`src/rtl/i2s_pkg.sv`:
```
// Shared I2S constants and sample type, common to the transmitter and receiver.
// in_slot() marks the bit periods that carry audio once the one-bit I2S delay is applied.
package i2s_pkg;

  localparam int DOWNSAMPLE = 4;
  localparam int BITS       = 32;
  localparam int PCM_W      = 16;

  typedef struct packed {
    logic [PCM_W-1:0] left;
    logic [PCM_W-1:0] right;
  } stereo_t;

  // Audio bits sit one bclk after each lrclk edge; every other bit period is padding.
  function automatic logic in_slot(input int idx, input int bits, input int pcm_w);
    return ((idx >= 1) && (idx <= pcm_w)) ||
           ((idx >= bits + 1) && (idx <= bits + pcm_w));
  endfunction

endpackage

```
`src/rtl/pcm_fifo.sv`:
```
// Show-ahead sample FIFO for the I2S transmitter.
// ready is registered from the next occupancy, so it never depends on a same-cycle pop.
module pcm_fifo #(
  parameter int W     = 32,
  parameter int DEPTH = 4
) (
  input  logic         clk,
  input  logic         arstn,
  input  logic         push,
  input  logic         pop,
  input  logic [W-1:0] din,
  output logic [W-1:0] dout,
  output logic         full,
  output logic         empty,
  output logic         ready
);

  localparam int AW = (DEPTH > 1) ? $clog2(DEPTH) : 1;
  localparam logic [AW:0] FULL_CNT = DEPTH[AW:0];

  logic [W-1:0]  mem [DEPTH];
  logic [AW-1:0] wr_ptr;
  logic [AW-1:0] rd_ptr;
  logic [AW:0]   count;
  logic [AW:0]   count_nxt;
  logic          do_push;
  logic          do_pop;

  assign full  = (count == FULL_CNT);
  assign empty = (count == '0);
  assign dout  = mem[rd_ptr];

  always_comb begin
    do_push   = push && !full;
    do_pop    = pop && !empty;
    count_nxt = count + {{AW{1'b0}}, do_push} - {{AW{1'b0}}, do_pop};
  end

  always_ff @(posedge clk or negedge arstn) begin
    if (!arstn) begin
      wr_ptr <= '0;
      rd_ptr <= '0;
      count  <= '0;
      ready  <= 1'b0;
    end else begin
      if (do_push) wr_ptr <= wr_ptr + 1'b1;
      if (do_pop)  rd_ptr <= rd_ptr + 1'b1;
      count <= count_nxt;
      ready <= (count_nxt != FULL_CNT);
    end
  end

  // Storage needs no reset; occupancy alone decides what is valid.
  always_ff @(posedge clk) begin
    if (do_push) mem[wr_ptr] <= din;
  end

endmodule

```
`src/rtl/i2s_tx.sv`:
```
// I2S transmitter: derives bclk/lrclk from clk_gen_fast and serialises buffered stereo samples.
// Outputs are registered from next-state values so bclk falls together with lrclk/sdata changes.
module i2s_tx
  import i2s_pkg::*;
#(
  parameter int DOWNSAMPLE = i2s_pkg::DOWNSAMPLE,
  parameter int BITS       = i2s_pkg::BITS,
  parameter int PCM_W      = i2s_pkg::PCM_W,
  parameter int FIFO_DEPTH = 4
) (
  input  logic               clk_gen_fast,
  input  logic               arstn,
  input  logic [2*PCM_W-1:0] s_tdata,
  input  logic               s_tvalid,
  output logic               s_tready,
  input  logic               mute,
  output logic               bclk,
  output logic               lrclk,
  output logic               sdata,
  output logic               underrun,
  output logic [15:0]        underrun_cnt
);

  localparam int PH_W = $clog2(DOWNSAMPLE);
  localparam int BC_W = $clog2(2 * BITS);
  localparam int SR_W = 2 * PCM_W;
  localparam logic [PH_W-1:0] PH_LAST   = PH_W'(DOWNSAMPLE - 1);
  localparam logic [PH_W-1:0] PH_HALF   = PH_W'(DOWNSAMPLE / 2);
  localparam logic [BC_W-1:0] BIT_LAST  = BC_W'(2 * BITS - 1);
  localparam logic [BC_W-1:0] BIT_RIGHT = BC_W'(BITS);

  logic [PH_W-1:0] ph_cnt;
  logic [PH_W-1:0] ph_nxt;
  logic [BC_W-1:0] bit_cnt;
  logic [BC_W-1:0] bit_nxt;
  logic [SR_W-1:0] shreg;
  logic [SR_W-1:0] fifo_dout;
  logic            first_load;
  logic            bit_adv;
  logic            frame_load;
  logic            fifo_empty;
  logic            fifo_full;
  logic            fifo_pop;
  logic            push;

  // The first edge after reset release counts as a frame load so frame 0 reports its underrun.
  always_comb begin
    bit_adv    = (ph_cnt == PH_LAST);
    ph_nxt     = bit_adv ? '0 : ph_cnt + 1'b1;
    bit_nxt    = bit_cnt;
    if (bit_adv) bit_nxt = (bit_cnt == BIT_LAST) ? '0 : bit_cnt + 1'b1;
    frame_load = first_load || (bit_adv && (bit_cnt == BIT_LAST));
    fifo_pop   = frame_load && !fifo_empty;
    push       = s_tvalid && s_tready && !fifo_full;
  end

  pcm_fifo #(
    .W     (SR_W),
    .DEPTH (FIFO_DEPTH)
  ) u_fifo (
    .clk   (clk_gen_fast),
    .arstn (arstn),
    .push  (push),
    .pop   (fifo_pop),
    .din   (s_tdata),
    .dout  (fifo_dout),
    .full  (fifo_full),
    .empty (fifo_empty),
    .ready (s_tready)
  );

  always_ff @(posedge clk_gen_fast or negedge arstn) begin
    if (!arstn) begin
      ph_cnt       <= '0;
      bit_cnt      <= '0;
      first_load   <= 1'b1;
      bclk         <= 1'b0;
      lrclk        <= 1'b0;
      sdata        <= 1'b0;
      shreg        <= '0;
      underrun     <= 1'b0;
      underrun_cnt <= '0;
    end else begin
      ph_cnt     <= ph_nxt;
      bit_cnt    <= bit_nxt;
      first_load <= 1'b0;
      bclk       <= (ph_nxt >= PH_HALF);
      lrclk      <= (bit_nxt >= BIT_RIGHT);
      underrun   <= frame_load && fifo_empty;
      // Mute is sampled only here, so mid-frame changes cannot touch the frame in flight.
      if (frame_load) begin
        shreg <= (fifo_empty || mute) ? '0 : fifo_dout;
        sdata <= 1'b0;
        if (fifo_empty && (underrun_cnt != 16'hFFFF)) underrun_cnt <= underrun_cnt + 1'b1;
      end else if (bit_adv) begin
        if (in_slot(int'(bit_nxt), BITS, PCM_W)) begin
          sdata <= shreg[SR_W-1];
          shreg <= shreg << 1;
        end else begin
          sdata <= 1'b0;
        end
      end
    end
  end

endmodule

```
`config.mk`:
```
export PLATFORM = sky130hd
export DESIGN_NAME = i2s_tx
export DESIGN_NICKNAME = d
export VERILOG_FILES = /design/src/rtl/i2s_pkg.sv /design/src/rtl/pcm_fifo.sv /design/src/rtl/i2s_tx.sv
export SDC_FILE = /design/constraint.sdc
export NUM_CORES = 1
export LEC_CHECK = 0
export CAP_MARGIN = 20
export CELL_PAD_IN_SITES_DETAIL_PLACEMENT = 1
export CELL_PAD_IN_SITES_GLOBAL_PLACEMENT = 2
export CORE_AREA = 2 2 136 138
export DETAILED_ROUTE_END_ITERATION = 6
export DIE_AREA = 0 0 138 140
export DONT_BUFFER_PORTS = 1
export PLACE_DENSITY_LB_ADDON = 0.25
export SLEW_MARGIN = 20
export SYNTH_ARGS = -nofsm -noshare
export SYNTH_HDL_FRONTEND = slang
export SYNTH_SLANG_ARGS = --single-unit
```
`constraint.sdc`:
```
create_clock -name clk_gen_fast -period 3.6 [get_ports clk_gen_fast]
set_input_delay 0.72 -clock clk_gen_fast [delete_from_list [all_inputs] [get_ports clk_gen_fast]]
set_output_delay 0.72 -clock clk_gen_fast [all_outputs]
set_load 0.05 [all_outputs]
```
; ---- Word-level counts from Yosys, hierarchy flattened
; Memories as Yosys holds them, arrays and structs flattened.
; Cells that the tools add are included.
; W data, S select, Z words.
[word_totals]
ram_bits = 128
n_memories = 1
elab_cells = 64
output_inout_bits = 21
reg_bits = 69
[classes]
reduce_logical = 20
addsub = 7
n_eq_ne = 5
n_lt_le_gt_ge = 6
mux = 12
[mem_list]
columns = name, words, width, read_ports, rd_clocked_by_memory_dff, write_ports, line
row1 = u_fifo.mem, 4, 32, 1, 0, 1, pcm_fifo.sv:21  ; logic [W-1:0] mem [DEPTH];
[ops]
columns = cell, count
row1 = $mux W32, 4
row2 = $add A16 B1 Y16 const B, 1
row3 = $ne A16 B16 Y1 const B, 1
row4 = $ge A6 B6 Y1 const B, 2
row5 = $mux W6, 2
row6 = $logic_and A1 B1 Y1, 10
row7 = $add A2 B1 Y2 const B, 3
row8 = $add A6 B1 Y6 const B, 1
row9 = $eq A6 B6 Y1 const B, 1
row10 = $ge A6 B1 Y1 const B, 1
row11 = $le A6 B5 Y1 const B, 1
row12 = $le A6 B6 Y1 const B, 1
row13 = $mux W1, 5
row14 = $reduce_and A2 Y1, 2
row15 = $reduce_bool A2 Y1, 2
row16 = $add A3 B1 Y3, 1
row17 = $eq A3 B3 Y1 const B, 1
row18 = $logic_not A3 Y1, 1
row19 = $logic_or A1 B1 Y1, 3
row20 = $ne A3 B3 Y1 const B, 1
row21 = $sub A3 B1 Y3, 1
row22 = $eq A2 B2 Y1 const B, 1
row23 = $ge A2 B2 Y1 const B, 1
row24 = $logic_not A1 Y1, 2
row25 = $mux W2, 1

; ---- Logic depth before layout (Yosys ltp)
; Gate-level depths: netlist of run 1.
[depth]
ltp_word = 9
depth_mapped = 13

; ---- Hierarchy
; A second synthesis of run 1 with hierarchy kept.
[hier_totals]
cells_unflattened = 464
area_unflattened_um2 = 7958.9
[by_module_without_submodules]
columns = mod, seq_area_each_um2, cells_per_inst, area_each_um2, n_inst
row1 = pcm_fifo, 4043.9, 211, 5176.2, 1
row2 = i2s_tx, 1502.7, 253, 2782.7, 1

; ---- Worst setup path after synthesis of run 1
; No wires, ideal clock.
[synth_timing]
path_kind = flip-flop to flip-flop
startpoint = reg, netlist name bclk
endpoint = reg u_fifo.ready
arrival_time_ps = 2925
n_path_buf = 1
synth_period_minus_slack_ps = 3050
stages_incl_launch_ff = 14
slack_ps = 550
cell_sequence = dfrtp_1 ha_1 and4_1 buf_2 and3_1 nor2_1 nor2_1 ha_1 inv_1 ha_1 fa_1 xor2_1 xnor2_1 nand2_1
[synth_lines]
columns = item, line
row1 = "end signal, assigned", pcm_fifo.sv:49  ; ready <= (count_nxt != FULL_CNT);
row2 = "end, declared", pcm_fifo.sv:15  ; output logic ready

==> results summary, run 1 <==
The flow ran to the end, and the final reports show no timing, DRC or antenna violations. The final instance area is just under 0.009 mm2. The total placed instance area is 0.00836 mm2. When the netlist entered floorplanning its net count stood at 562. The number of buffers inserted to repair setup after CTS came out at 0. The routed via count divided by cell count came out at approximately 5.5.

The portion of the post-synthesis area used by sequential elements came out at 68.8%. The part of the cycle the worst path needs came out at between 80% and 90%. The clock latency on the worst-skew pair came out at 0.43 ns. Of all cell types, the one taking the most synthesized area is sky130_fd_sc_hd__edfxtp_1. The dominant cell type by count on the critical path is sky130_fd_sc_hd__ha_1. The clock passes through at most 2 buffers.

The area enclosed by the die boundary came out at about 0.019 mm2. The min-delay analysis places its worst path in the category input port to asynchronous set/reset pin. Measured in cells, the most critical reg-to-reg path has a length of 13. The clock skew came out at between 0.01 and 0.015 ns.

The final-layout setup total negative slack came out at 0 ns. The clock-pin slew reported for the worst setup and hold paths after clock tree synthesis came out at roughly 0.07 ns. The instance count of the mapped netlist is 516. The fraction of synthesis flops using an asynchronous set or reset pin is 34.7%. Setup violations remaining at the end of the flow were counted as 0. Dividing the detail-routed wire length by the instance count gives 20.0 um. The number of buffers and inverters on the critical path is 2. The largest fanout of any net on the critical path is 15. The layout overhead on the synthesized area is 10.9%. The pin count of the biggest net entering global routing is 68. The DRC violation count after routing is 0. The synthesis-stage register bit count came out at 196.

The share of the core filled with cells came out at 50.3%. The slew at the pin with the worst max-slew slack is between 0.8 and 0.9 ns. Once detail routing completed, the nets flagged for antenna violations numbered 0. The maximum vdd ir drop is 433 uV. Ranked by total cell area, the synthesized netlist is headed by sky130_fd_sc_hd__edfxtp_1 (48%), sky130_fd_sc_hd__dfrtp_1 (21%), sky130_fd_sc_hd__mux4_2 (8.9%). Among cell families on the critical path, the largest total delay comes from adder cells. Derived from the worst setup path, the maximum achievable clock frequency is roughly 0.33 GHz. The number of hold violations in the final report came to 0. The most frequent cell after synthesis is sky130_fd_sc_hd__edfxtp_1. The overall fraction of global-route tracks in use came out at 17.2%. The core footprint came out at 0.0178 mm2. Counting flops with a built-in enable in the synthesized netlist gives 128.

In this run the critical register-to-register path is launched from bclk. The total wirelength of the detailed-routed design is 15400 um. By startpoint and endpoint, the worst setup path is classified as flip-flop to flip-flop. The final weighted congestion in routability-driven placement is 0.733. Among all flip-flop cells after synthesis, the most frequent one is sky130_fd_sc_hd__edfxtp_1. Among all stages on the critical path, the largest delay is contributed by sky130_fd_sc_hd__dfrtp_1. The launch point of the critical path is bclk. The count of TritonRoute iterations in the first routing pass came out at 4. The total leakage power is 3.48 nW. The post-placement setup slack is 0.631 ns.

By count the netlist is led by sky130_fd_sc_hd__edfxtp_1 (128), sky130_fd_sc_hd__nand2_1 (79), sky130_fd_sc_hd__dfrtp_1 (67), sky130_fd_sc_hd__nand3_1 (40), sky130_fd_sc_hd__mux4_2 (32). The max-capacitance violation count came out at 0. The number of global-route vias before repair was about 4700.

The power density of the placed cells is 726 mW/mm2. The number of antenna violations at the first check in global routing came to 0. The area taken by flip-flops and latches came out at 0.00555 mm2. The required time of the critical path came out at about 3.9 ns. The total number of nets in the final design came out at 575. The initial cell density of the core came out at a little under half. The clock tree from TritonCTS is built.

Data on the critical path arrives at its endpoint at 3.29 ns. The post-layout minimum cycle time is about 3.0 ns. After layout, the worst setup slack is approximately 0.6 ns. The instance count on the critical path is 13. The floorplan step set the die width to 138 um.

The highest cell delay on the worst timing path came out at 0.38 ns. The filler cell count in the final layout came out at 1720. The number of I/O pins came out at 57. The max-slew headroom at the worst pin came out at 43.2%. The number of distinct library cell variants in the gate-level netlist after synthesis is 44. The global-route wire length before repair is 25500 um.

The tree built by TritonCTS fans out to approximately 200 sinks. The number of vias in the routed layout is 4212. The worst setup path is launched from a flip-flop. The multi-input combinational cell area is 0.00236 mm2. The total overflow left after global routing is 0. The vertical die dimension came out at roughly 140 um. The number of buffers added by the clock tree synthesis step is 17.

Traced cell by cell, the critical path runs through ha_1 > buf_4 > and4_1 > and3_1 > nor2_2 > nor2_1 > ha_1 > inv_1 > ha_1 > fa_1 > xor2_1 > xnor2_1 > nand2_1. The root buffer cell is sky130_fd_sc_hd__clkbuf_16. The H-tree was split into 4 levels. In this run the mean area of a mapped cell was 15.6 um2. The floorplan has 49 rows. Buffers placed on the I/O ports in this run total 0. The number of warnings reported in the yosys synthesis log came out at 0.

Of the cells placed in the final design, the portion with a size suffix greater than 1 is 21.8%. In this run the worst setup path terminates at u_fifo.ready. The destination of the worst register-to-register timing path is u_fifo.ready.

The number of antenna cells inserted came out at 0. The number of DRC markers in iteration 0 is between 150 and 200. The worst setup path is captured at a flip-flop. The synthesized area is 0.00806 mm2. The total power came out at 6.49 mW. The flop-to-flop setup slack came out at 0.61 ns.

Setup repair after global routing left no endpoint under its margin. The share of synthesized area in the top cell type comes to 47.7%. The final number of max-transition violations came out at 0. The final HPWL from detailed placement came out at 9720 um.
## report_power, final
part / internal (mW) / switching (mW) / leakage, nW
logic: 0.704 / 0.759 / 1.16
clock network: 0.971 / 0.813 / 0.267
registers: 2.92 / 0.328 / 2.05
total: 4.59 / 1.90 / 3.48
## worst min path at each step
stage / slack [ns] / end / start / cells after the start
6_report: 0.13 / first_load / arstn / 0
5_1_grt: 0.11 / first_load / arstn / 0
4_1_cts: 0.11 / first_load / arstn / 0
3_5_place_dp: 0.42 / ph_cnt[0] / ph_cnt[0] / 1
3_3_place_gp: 0.41 / ph_cnt[0] / ph_cnt[0] / 1
2_1_floorplan: 0.40 / ph_cnt[0] / ph_cnt[0] / 1
## through the flow
stage,instances,hold WS [ns]
CTS,771,0.109
detailed placement,738,0.422
finish,771,0.133
global route,771,0.111
global placement,738,0.412
floorplan,516,0.401
## flip-flops by register name, indices dropped and copies added, names as in the netlist
register and flops:
u_fifo.mem 128, shreg 32, underrun_cnt 16, bit_cnt 6, u_fifo.count 3, u_fifo.rd_ptr 2
u_fifo.wr_ptr 2, bclk 1, first_load 1, lrclk 1, ph_cnt 1, sdata 1
u_fifo.ready 1, underrun 1
## cells in the final DEF, fill, tap and decap left out, types with 12 or more instances in the layout
cell type / Yosys / final
sky130_fd_sc_hd__xor2_1: 12 / 12
sky130_fd_sc_hd__nand2_1: 79 / 79
sky130_fd_sc_hd__clkbuf_16: 0 / 17
sky130_fd_sc_hd__nor2_1: 19 / 17
sky130_fd_sc_hd__edfxtp_1: 128 / 128
sky130_fd_sc_hd__buf_4: 0 / 17
sky130_fd_sc_hd__mux4_2: 32 / 32
sky130_fd_sc_hd__dfrtp_1: 67 / 66
sky130_fd_sc_hd__nand3_1: 40 / 40
sky130_fd_sc_hd__mux2_2: 27 / 27
## logic make-up after synthesis
logic type,after synthesis,share of synthesized area [%]
compound gates,18,1.66
simple gates,168,9.72
fa+ha+maj,10,1.65
buf+inv,35,2.06
mux,65,13.6
xor+xnor,23,2.50
other cells,1,0.0465
flops,196,68.8
## layout make-up
class / instances / area share, %
clock buffers: 20 / 5.00
multi-input cells: 285 / 26.4
repair buffers: 18 / 1.74
inverters: 11 / 0.462
clock inverters: 12 / 1.16
flip-flops and latches: 196 / 62.1
well taps: 229 / 3.21
## per-layer routing
layer	up-vias	routed length, um	GRT usage, %
li1	1931	-	-
met4	0	231	5.96
met5	-	0	0
met3	16	705	4.62
met1	2191	6470	20.8
met2	74	8020	30.1
## repair_timing
item,in CTS,in global routing
hold endpoints to repair,67,0
gates resized for setup,0,0
hold buffers,1,0
(Power assumes the default switching activity.)
==> run 2, diff against run 1 <==
--- a/config.mk
+++ b/config.mk
@@ -5,12 +5,13 @@
 export SDC_FILE = /design/constraint.sdc
 export NUM_CORES = 1
 export LEC_CHECK = 0
+export ABC_AREA = 1
 export CAP_MARGIN = 20
 export CELL_PAD_IN_SITES_DETAIL_PLACEMENT = 1
 export CELL_PAD_IN_SITES_GLOBAL_PLACEMENT = 2
-export CORE_AREA = 2 2 136 138
+export CORE_AREA = 2 2 152 154
 export DETAILED_ROUTE_END_ITERATION = 6
-export DIE_AREA = 0 0 138 140
+export DIE_AREA = 0 0 154 156
 export DONT_BUFFER_PORTS = 1
 export PLACE_DENSITY_LB_ADDON = 0.25
 export SLEW_MARGIN = 20
==> constraint.sdc (replaced) <==
create_clock -name clk_gen_fast -period 2.6 [get_ports clk_gen_fast]
set_input_delay 0.52 -clock clk_gen_fast [delete_from_list [all_inputs] [get_ports clk_gen_fast]]
set_output_delay 0.52 -clock clk_gen_fast [all_outputs]
set_load 0.05 [all_outputs]
==> run 2 against run 1 <==
  * Clock power is 46% higher
  * Largest power group unchanged
  * Area after synthesis up 3.6%
  * Critical path type unchanged
  * Routed wire length increased by 28%
  * Clock skew barely moved
  * Maximum frequency grew 23%
  * Register-to-register slack got worse by 0.44 ns
  * Synthesized cell count up 49%
  * Critical path depth up 1
==> results summary, run 2 <==
The flow ran to the end, and the final reports show no timing, DRC or antenna violations. The max-slew headroom at the worst pin came out at 60.5%. The non-filler instance count after layout came out at about 1100. The startpoint identified for the worst register-to-register timing path is bit_cnt[0]. The vertical die dimension is 156 um. For the worst setup path, the data required time is 2.91 ns. Row generation in the floorplan step produced 55 rows. TritonCTS built the clock tree. For this run, the leading register cell type out of synthesis is sky130_fd_sc_hd__edfxtp_1. The layout overhead on the synthesized area came out at 13.0%. Counting every sink on the clock net gives between 150 and 200. The max-capacitance violation count is 0.

The remaining antenna violation count after routing is 0. The DRC violation count after routing came out at 0. The share of the synthesized area in the top cell type is 46.0%. The total nets after synthesis is 814. The number of stages on the worst hold path came out at 0. The final instance area came out at 0.00944 mm2. The global-route congestion overflow total came out at 0. For this configuration, the core starts out at a cell density of around 37%. Power spread over the standard cell area amounts to 1020 mW/mm2. The number of I/O pins is 57. The fraction of final layout cells with drive strength greater than 1 came out at ~13%. The type of element capturing the critical path is a flip-flop.

Clock-pin slew was measured on the worst setup and hold paths at about 0.07 ns. The synthesis-stage register bit count came out at 196. The number of buffers added by the clock tree synthesis step is 17.

Counting instances in the post-synthesis netlist gives the leading cell types as sky130_fd_sc_hd__nand2_1 (201), sky130_fd_sc_hd__edfxtp_1 (128), sky130_fd_sc_hd__nor2_1 (86), sky130_fd_sc_hd__dfrtp_1 (67), sky130_fd_sc_hd__o21ai_0 (67). The largest registers in the layout are u_fifo.mem: 128 flops, shreg: 32 flops, underrun_cnt: 16 flops. The number of vias in the routed layout came out at 5565.

The number of enable flip-flop cells after synthesis is roughly 130. The clock latency on the worst-skew pair came out at 0.43 ns. After detailed placement, the design holds a cell count of ~1000. Of all flip-flops after synthesis, the portion carrying an async set or reset was 34.7%.

The cell count after synthesis came out at 768. The global-route wire length before repair is 32000 um. The largest buffer count on any clock path is 2.

The total power came out at 9.58 mW. The portion of the post-synthesis area used by sequential elements is 66.4%. The cell sitting at the root of the clock tree is a sky130_fd_sc_hd__clkbuf_16. The number of flip-flops in the largest register is between 100 and 150. In the layout the commonest cells are sky130_fd_sc_hd__nand2_1 (200), sky130_fd_sc_hd__edfxtp_1 (128), sky130_fd_sc_hd__nor2_1 (82).

The area enclosed by the die boundary is 0.0240 mm2. The maximum vdd ir drop came out at 462 uV. The number of DRC markers in iteration 0 came out at about 250.

Wire segments on met2 add up to 9920 um in the final route. The synthesized area came out at between 0.008 and 0.009 mm2. The maximum frequency from static timing analysis is between 0.4 and 0.5 GHz.

Averaged over all synthesized cells, the footprint is approximately 11 um2. The count of TritonRoute iterations in the first routing pass is 5. In this run the top signal layer used is met4. Between clock sinks in the finished design, the worst skew comes to 0.0125 ns. The number of global-route vias before repair is 5976. The clock tree synthesis step divided the H-tree into 4 levels.

The horizontal extent of the die is 154 um. In this run the cell area measured after placement is 0.00879 mm2. Yosys instantiated no cell more often than sky130_fd_sc_hd__nand2_1. The routed via count divided by cell count is 5.14. After detailed routing, the met3 layer carries 785 um of wire. u_fifo.mem holds more flip-flops than any other register. Summed over all layers, the routed wires come to between 15000 and 20000 um. The pin count of the biggest net entering global routing came out at 69. In this run the tool buffered the top-level ports with 0 buffer cells. The worst setup path is launched from a flip-flop. The post-layout minimum cycle time came out at 2.43 ns. Setup violations remaining at the end of the flow were counted as 0. The type of the setup path with the least slack is flip-flop to flip-flop. Cells fill 42.2% of the core in the end. The total leakage power is 3.88 nW. In the global route stage, overall resource usage came out at 17.3%. sky130_fd_sc_hd__edfxtp_1 takes more of the synthesized area than any other cell. The routed wirelength normalized by instance count came out at 18.2 um. The cell depth of the worst flop-to-flop path came out at 14.

The number of distinct library cell variants in the gate-level netlist after synthesis came out at 35. In this run the most critical hold path is launched from s_tdata[15]. The number of antenna violations at the first check in global routing is 0. Setup repair after global routing left no endpoint under its margin. After synthesis, the cell types taking the most area are sky130_fd_sc_hd__edfxtp_1 (46%), sky130_fd_sc_hd__dfrtp_1 (20%), sky130_fd_sc_hd__nand2_1 (9.0%).

The library cell used most frequently in the layout, excluding fill and tap cells, is sky130_fd_sc_hd__nand2_1. The path class of the tightest hold or removal check is input port to flip-flop. The total number of nets in the final design came out at 831.

The number of hold violations in the final report came out at 0. The slew at the pin with the worst max-slew slack is 0.592 ns. After routing, the total negative slack on setup checks comes to 0 ns. The Yosys step of the flow raised 0 warnings. The flop-to-flop setup slack came out at 0.17 ns. The destination of the worst register-to-register timing path is u_fifo.ready. The sum of routed wire segments on met1 came out at 8800 um.

The core footprint is 0.0224 mm2. The final weighted congestion in routability-driven placement is 0.735. The worst hold path terminates at u_fifo.mem[1][15]. Of all nets on the critical path, the largest fanout is 3. The final number of max-transition violations came out at 0. After legalization and detailed placement, the total HPWL measured 11800 um. The worst endpoint data arrival time is 2.74 ns. The part of the cycle the worst path needs came out at 93.3%. The number of antenna cells inserted is 0.
run 2: cell count changes in the layout (fill, tap and decap cells not counted), sizes merged, moves of 17 or more:
cell,before,now
nor2,19,90
mux4,32,0
nand2,79,218
inv,14,39
o22ai,0,32
o21ai,7,69
mux2,33,0
buf,18,35
run 2: what timing repair did:
action | CTS | global route
gates resized for setup | 1 | 3
buffers inserted | 0 | 1
pin swaps | 0 | 2
setup endpoints to repair | 1 | 2
hold buffers | 2 | 0
endpoints found under the hold margin | 68 | 0
run 2: how the worst max path moves through the flow:
stage	startpoint	end	slack, ns	depth (start not counted)
2_1_floorplan	u_fifo.ready	u_fifo.mem[0][0]	-0.12	2
3_3_place_gp	bit_cnt[0]	u_fifo.ready	0.07	14
3_5_place_dp	bit_cnt[0]	u_fifo.ready	-0.03	14
4_1_cts	bit_cnt[0]	u_fifo.ready	0.008	14
5_1_grt	bit_cnt[0]	u_fifo.ready	0.03	14
6_report	bit_cnt[0]	u_fifo.ready	0.17	14
run 2: logic make-up (layout without fill, tap and decap cells):
family	after synthesis	count (layout)	share of synthesized area [%]
AO/OA/AOI/OAI	105	105	7.09
buffers and inverters	77	107	4.29
other	1	1	0.0449
XOR/XNOR	20	20	2.19
AND/OR/NAND/NOR	359	359	18.4
adder cells (fa/ha/maj)	10	10	1.59
flip-flops	196	196	66.4
run 2: area by class of cell:
cell class,instances,area (um2)
flip-flops and latches,196,5550
well taps,285,357
fillers,2434,12900
multi-input cells,495,2480
clock inverters,7,97.6
clock buffers,25,485
repair buffers,36,318
inverters,39,149
run 2: worst max-delay path, stage by stage (launching register included):
cell and delay (ns):
sky130_fd_sc_hd__dfrtp_1 0.40, sky130_fd_sc_hd__ha_2 0.22, sky130_fd_sc_hd__nand2_2 0.12, sky130_fd_sc_hd__nor2_8 0.06, sky130_fd_sc_hd__nand2_4 0.07, sky130_fd_sc_hd__nand2_4 0.05, sky130_fd_sc_hd__nand2_2 0.06, sky130_fd_sc_hd__inv_1 0.05
sky130_fd_sc_hd__ha_1 0.27, sky130_fd_sc_hd__inv_1 0.04, sky130_fd_sc_hd__ha_1 0.18, sky130_fd_sc_hd__fa_2 0.36, sky130_fd_sc_hd__xnor2_2 0.15, sky130_fd_sc_hd__xor2_1 0.21, sky130_fd_sc_hd__nand2_1 0.07
run 2: power breakdown:
group          total [mW]  switching, mW  internal (mW)
Sequential           4.30          0.271           4.03
Combinational        2.68           1.85          0.836
Clock                2.60           1.10           1.50
run 2: through the flow:
| stage | setup WS (ns) | hold slack (ns) |
|---|---|---|
| CTS | 0.00838 | 0.157 |
| finish | 0.174 | 0.181 |
| global route | 0.0269 | 0.157 |
| global placement | 0.0746 | 0.230 |
| floorplan | -0.117 | 0.224 |
| detailed placement | -0.0273 | 0.230 |
run 2: metal layers:
layer  track usage, %  vias to the layer above
met5                0                        -
met4             4.32                        0
met3             4.53                       17
met2             30.6                       78
met1             21.0                     2852
li1                 -                     2618
==> run 3, diff against run 2 <==
--- a/config.mk
+++ b/config.mk
@@ -5,13 +5,12 @@
 export SDC_FILE = /design/constraint.sdc
 export NUM_CORES = 1
 export LEC_CHECK = 0
-export ABC_AREA = 1
 export CAP_MARGIN = 20
 export CELL_PAD_IN_SITES_DETAIL_PLACEMENT = 1
 export CELL_PAD_IN_SITES_GLOBAL_PLACEMENT = 2
-export CORE_AREA = 2 2 152 154
+export CORE_AREA = 2 2 142 144
 export DETAILED_ROUTE_END_ITERATION = 6
-export DIE_AREA = 0 0 154 156
+export DIE_AREA = 0 0 144 146
 export DONT_BUFFER_PORTS = 1
 export PLACE_DENSITY_LB_ADDON = 0.25
 export SLEW_MARGIN = 20
==> run 3 against run 2 <==
  * Die area fell by 12%
  * Utilization increased by 6.4 points
  * Global-route usage shrank 0.84 points
  * Combinational power shrank 8.2%
==> results summary, run 3 (synthesized netlist as in run 1, its figures left out) <==
The combinational fraction of design power came out at 26.9%. The finished layout holds 840 standard cells, fillers aside. The vertical die dimension is between 100 and 150 um. The internal power of the cells totals roughly 6.4 mW. The max-slew headroom at the worst pin is between 30% and 40%.

The largest registers in the layout are u_fifo.mem: 128 flops, shreg: 32 flops, underrun_cnt: 16 flops. The post-placement setup slack came out at -0.0558 ns. In this run the cell area measured after placement is just under 0.009 mm2. The core footprint came out at just under 0.02 mm2. The worst register-to-register path has a setup slack of 0.06 ns. Counting the fill cells in the layout gives around 1900. The overall fraction of global-route tracks in use came out at ~16%. The floorplan step defined a die boundary enclosing 0.0210 mm2. Following the worst setup path forward leads to its endpoint at u_fifo.ready. The number of global-route vias before repair is 4781. The clock-pin slew reported for the worst setup and hold paths after clock tree synthesis is 0.07 ns. The clock network fraction of design power is around a quarter. STA classifies the critical path startpoint as a flip-flop.

The critical path in this run is classified as flip-flop to flip-flop. The maximum vdd ir drop is 520 uV. The number of antenna violations at the first check in global routing is 0. The final number of max-transition violations came out at 0.

The tightest hold margin came out at 0.180 ns. The instance count on the critical path is 12. Across the run, the number of max-cap violations was 0. The run finished with clean final reports. The number of placed instances with taps included is 798. The number of rows in the core area is 51. The destination of the worst register-to-register timing path is u_fifo.ready. The area growth from synthesis to layout is 16.5%. The number of I/O pins is 57. The path class of the tightest hold or removal check is input port to flip-flop. Entering global routing, the biggest net connects 69 pins. The total number of nets in the final design came out at a little over 600. The part of the cycle the worst path needs came out at 97.8%. The number of antenna cells inserted came out at 0.

The post-layout minimum cycle time is 2.54 ns. The number of hold violations in the final report was 0. Traced cell by cell, the critical path runs through ha_4 > and4_4 > and3_4 > nor2_4 > nor2_4 > ha_4 > inv_2 > ha_4 > fa_2 > xor2_2 > xnor2_2 > nand2_1. The fraction of final layout cells with drive strength greater than 1 came out at 28.2%. The global-route wire length before repair came out at 25800 um. The highest cell delay on the worst timing path came out at 0.43 ns.

The final setup violation count is 0. The cell depth of the worst flop-to-flop path came out at 12. The final-layout setup total negative slack is 0 ns. The clock skew is 0.00846 ns. The largest buffer count on any clock path came out at 2. The proportion of total power due to net switching is 30.0%. The routed wirelength normalized by instance count came out at 19.7 um. The horizontal extent of the die came out at 144 um.

The worst register-to-register path begins at bclk. Before antenna repair, the detailed router went through 4 iterations. The library cell used most frequently in the layout, excluding fill and tap cells, is sky130_fd_sc_hd__edfxtp_1. The clock tree from TritonCTS is built. The global-route congestion overflow total is 0. Buffers inserted during clock tree synthesis total 17. Setup repair after global routing could not meet its margin everywhere. The worst-case setup margin in the final layout is 0.0573 ns. The top cell types in the final layout, fill and taps aside, are sky130_fd_sc_hd__edfxtp_1 (128), sky130_fd_sc_hd__nand2_1 (79), sky130_fd_sc_hd__dfrtp_1 (65). The number of buffers and inverters on the critical path is 1. The power density of the placed cells came out at 975 mW/mm2. The maximum frequency from static timing analysis came out at 0.393 GHz. The initial cell density of the core came out at between 40% and 50%. The number of vias in the routed layout is approximately 4300. The largest individual stage delay along the critical path comes from the cell sky130_fd_sc_hd__dfrtp_2.

The total leakage power is 3.67 nW. The later pin in the worst-skew pair is clocked with a latency of 0.43 ns. The net switching power of the design is 2.75 mW. Counting stages on the worst path, the most repeated cell is sky130_fd_sc_hd__ha_4. Per report_power, the sequential group accounts for 47.0% of the total. u_fifo.mem holds more flip-flops than any other register. The final HPWL from detailed placement came out at 10100 um. The type of element capturing the critical path is a flip-flop. In the routed design, unresolved DRC markers number 0.

Data arrives at the worst endpoint at about 2.9 ns. Grouping stages by cell kind, the critical path spends the most delay in adder cells. CTS placed an instance of sky130_fd_sc_hd__clkbuf_16 at the clock tree root. The number of flip-flops in the largest register came out at about 130. The largest fanout of any net on the critical path came out at 3. Routability-driven placement finished with a final weighted congestion of 0.709. The number of buffers inserted by port buffering came out at 0. The number of sinks handled by clock tree synthesis is 196. The required time of the critical path is a little under 3 ns. Wires add up to 16500 um.

The number of H-tree levels came out at 4. The final instance area came out at 0.00939 mm2. The routed via count divided by cell count is between 5 and 6. The number of DRC markers in iteration 0 is 179.

The critical path starts at bclk. The remaining antenna violation count after routing is 0. The slew at the pin with the worst max-slew slack came out at 0.915 ns.
==> run 3: cell count changes in the layout (fill, tap and decap cells not counted), sizes merged, moves of 32 or more <==
cell | before | now
nand2 | 218 | 79
nor2 | 90 | 19
o21ai | 69 | 7
mux2 | 0 | 33
mux4 | 0 | 32
o22ai | 32 | 0
==> run 3: worst min path at each step <==
stage	slack [ns]	endpoint	depth (start not counted)	startpoint
after floorplan	0.22	bclk	0	arstn
after global placement	0.23	bit_cnt[5]	0	arstn
after detailed placement	0.23	bit_cnt[5]	0	arstn
after CTS	0.16	u_fifo.mem[3][24]	0	s_tdata[24]
after global routing	0.16	u_fifo.mem[1][31]	0	s_tdata[31]
final	0.18	u_fifo.mem[3][31]	0	s_tdata[31]
==> run 3: power groups by stage <==
stage	combinational, mW	clock (mW)	sequential (mW)
floorplan	1.60	0	4.42
global placement	2.34	0	4.32
detailed placement	2.40	0	4.36
CTS	2.43	2.45	4.30
global route	2.74	2.55	4.37
finish	2.46	2.39	4.30
==> run 3: area by class of cell <==
cell class	count	area [um2]	area share (%)
Timing Repair Buffer	51	493	5.25
Clock inverter	13	97.6	1.04
Clock buffer	19	433	4.61
Tap cell	265	332	3.53
Inverter	11	41.3	0.440
Multi-Input combinational cell	285	2440	26.0
Sequential cell	196	5550	59.1
==> run 3: worst register-to-register path, cell delays in order, from the launching register on <==
cell                      delay [ns]
sky130_fd_sc_hd__dfrtp_2        0.43
sky130_fd_sc_hd__ha_4           0.17
sky130_fd_sc_hd__and4_4         0.18
sky130_fd_sc_hd__and3_4         0.19
sky130_fd_sc_hd__nor2_4         0.13
sky130_fd_sc_hd__nor2_4         0.06
sky130_fd_sc_hd__ha_4           0.28
sky130_fd_sc_hd__inv_2          0.04
sky130_fd_sc_hd__ha_4           0.15
sky130_fd_sc_hd__fa_2           0.36
sky130_fd_sc_hd__xor2_2         0.17
sky130_fd_sc_hd__xnor2_2        0.18
sky130_fd_sc_hd__nand2_1        0.08
==> run 3: metal layers <==
layer	part of all wire, %	track usage (%)	up-vias	wire, um
met2	51	27.7	67	8420
met4	1.3	4.56	0	215
met5	0	0	-	0
met1	43	20.6	2258	7150
li1	-	-	1995	-
met3	4.4	4.80	22	730
==> run 3: what timing repair did <==
action | in CTS | in global routing
cloned | 0 | 3
hold endpoints to repair | 68 | 0
setup buffers | 1 | 4
endpoints found under the setup margin | 1 | 32
pin swaps | 3 | 10
resized for setup | 1 | 12
hold buffers | 2 | 0
==> run 3: through the flow <==
step                      utilization [%]  power (mW)
after global placement               44.8        6.67
final                                48.6        9.16
after floorplan                         -        6.01
after global routing                 48.6        9.66
after CTS                            47.8        9.18
after detailed placement             44.8        6.76
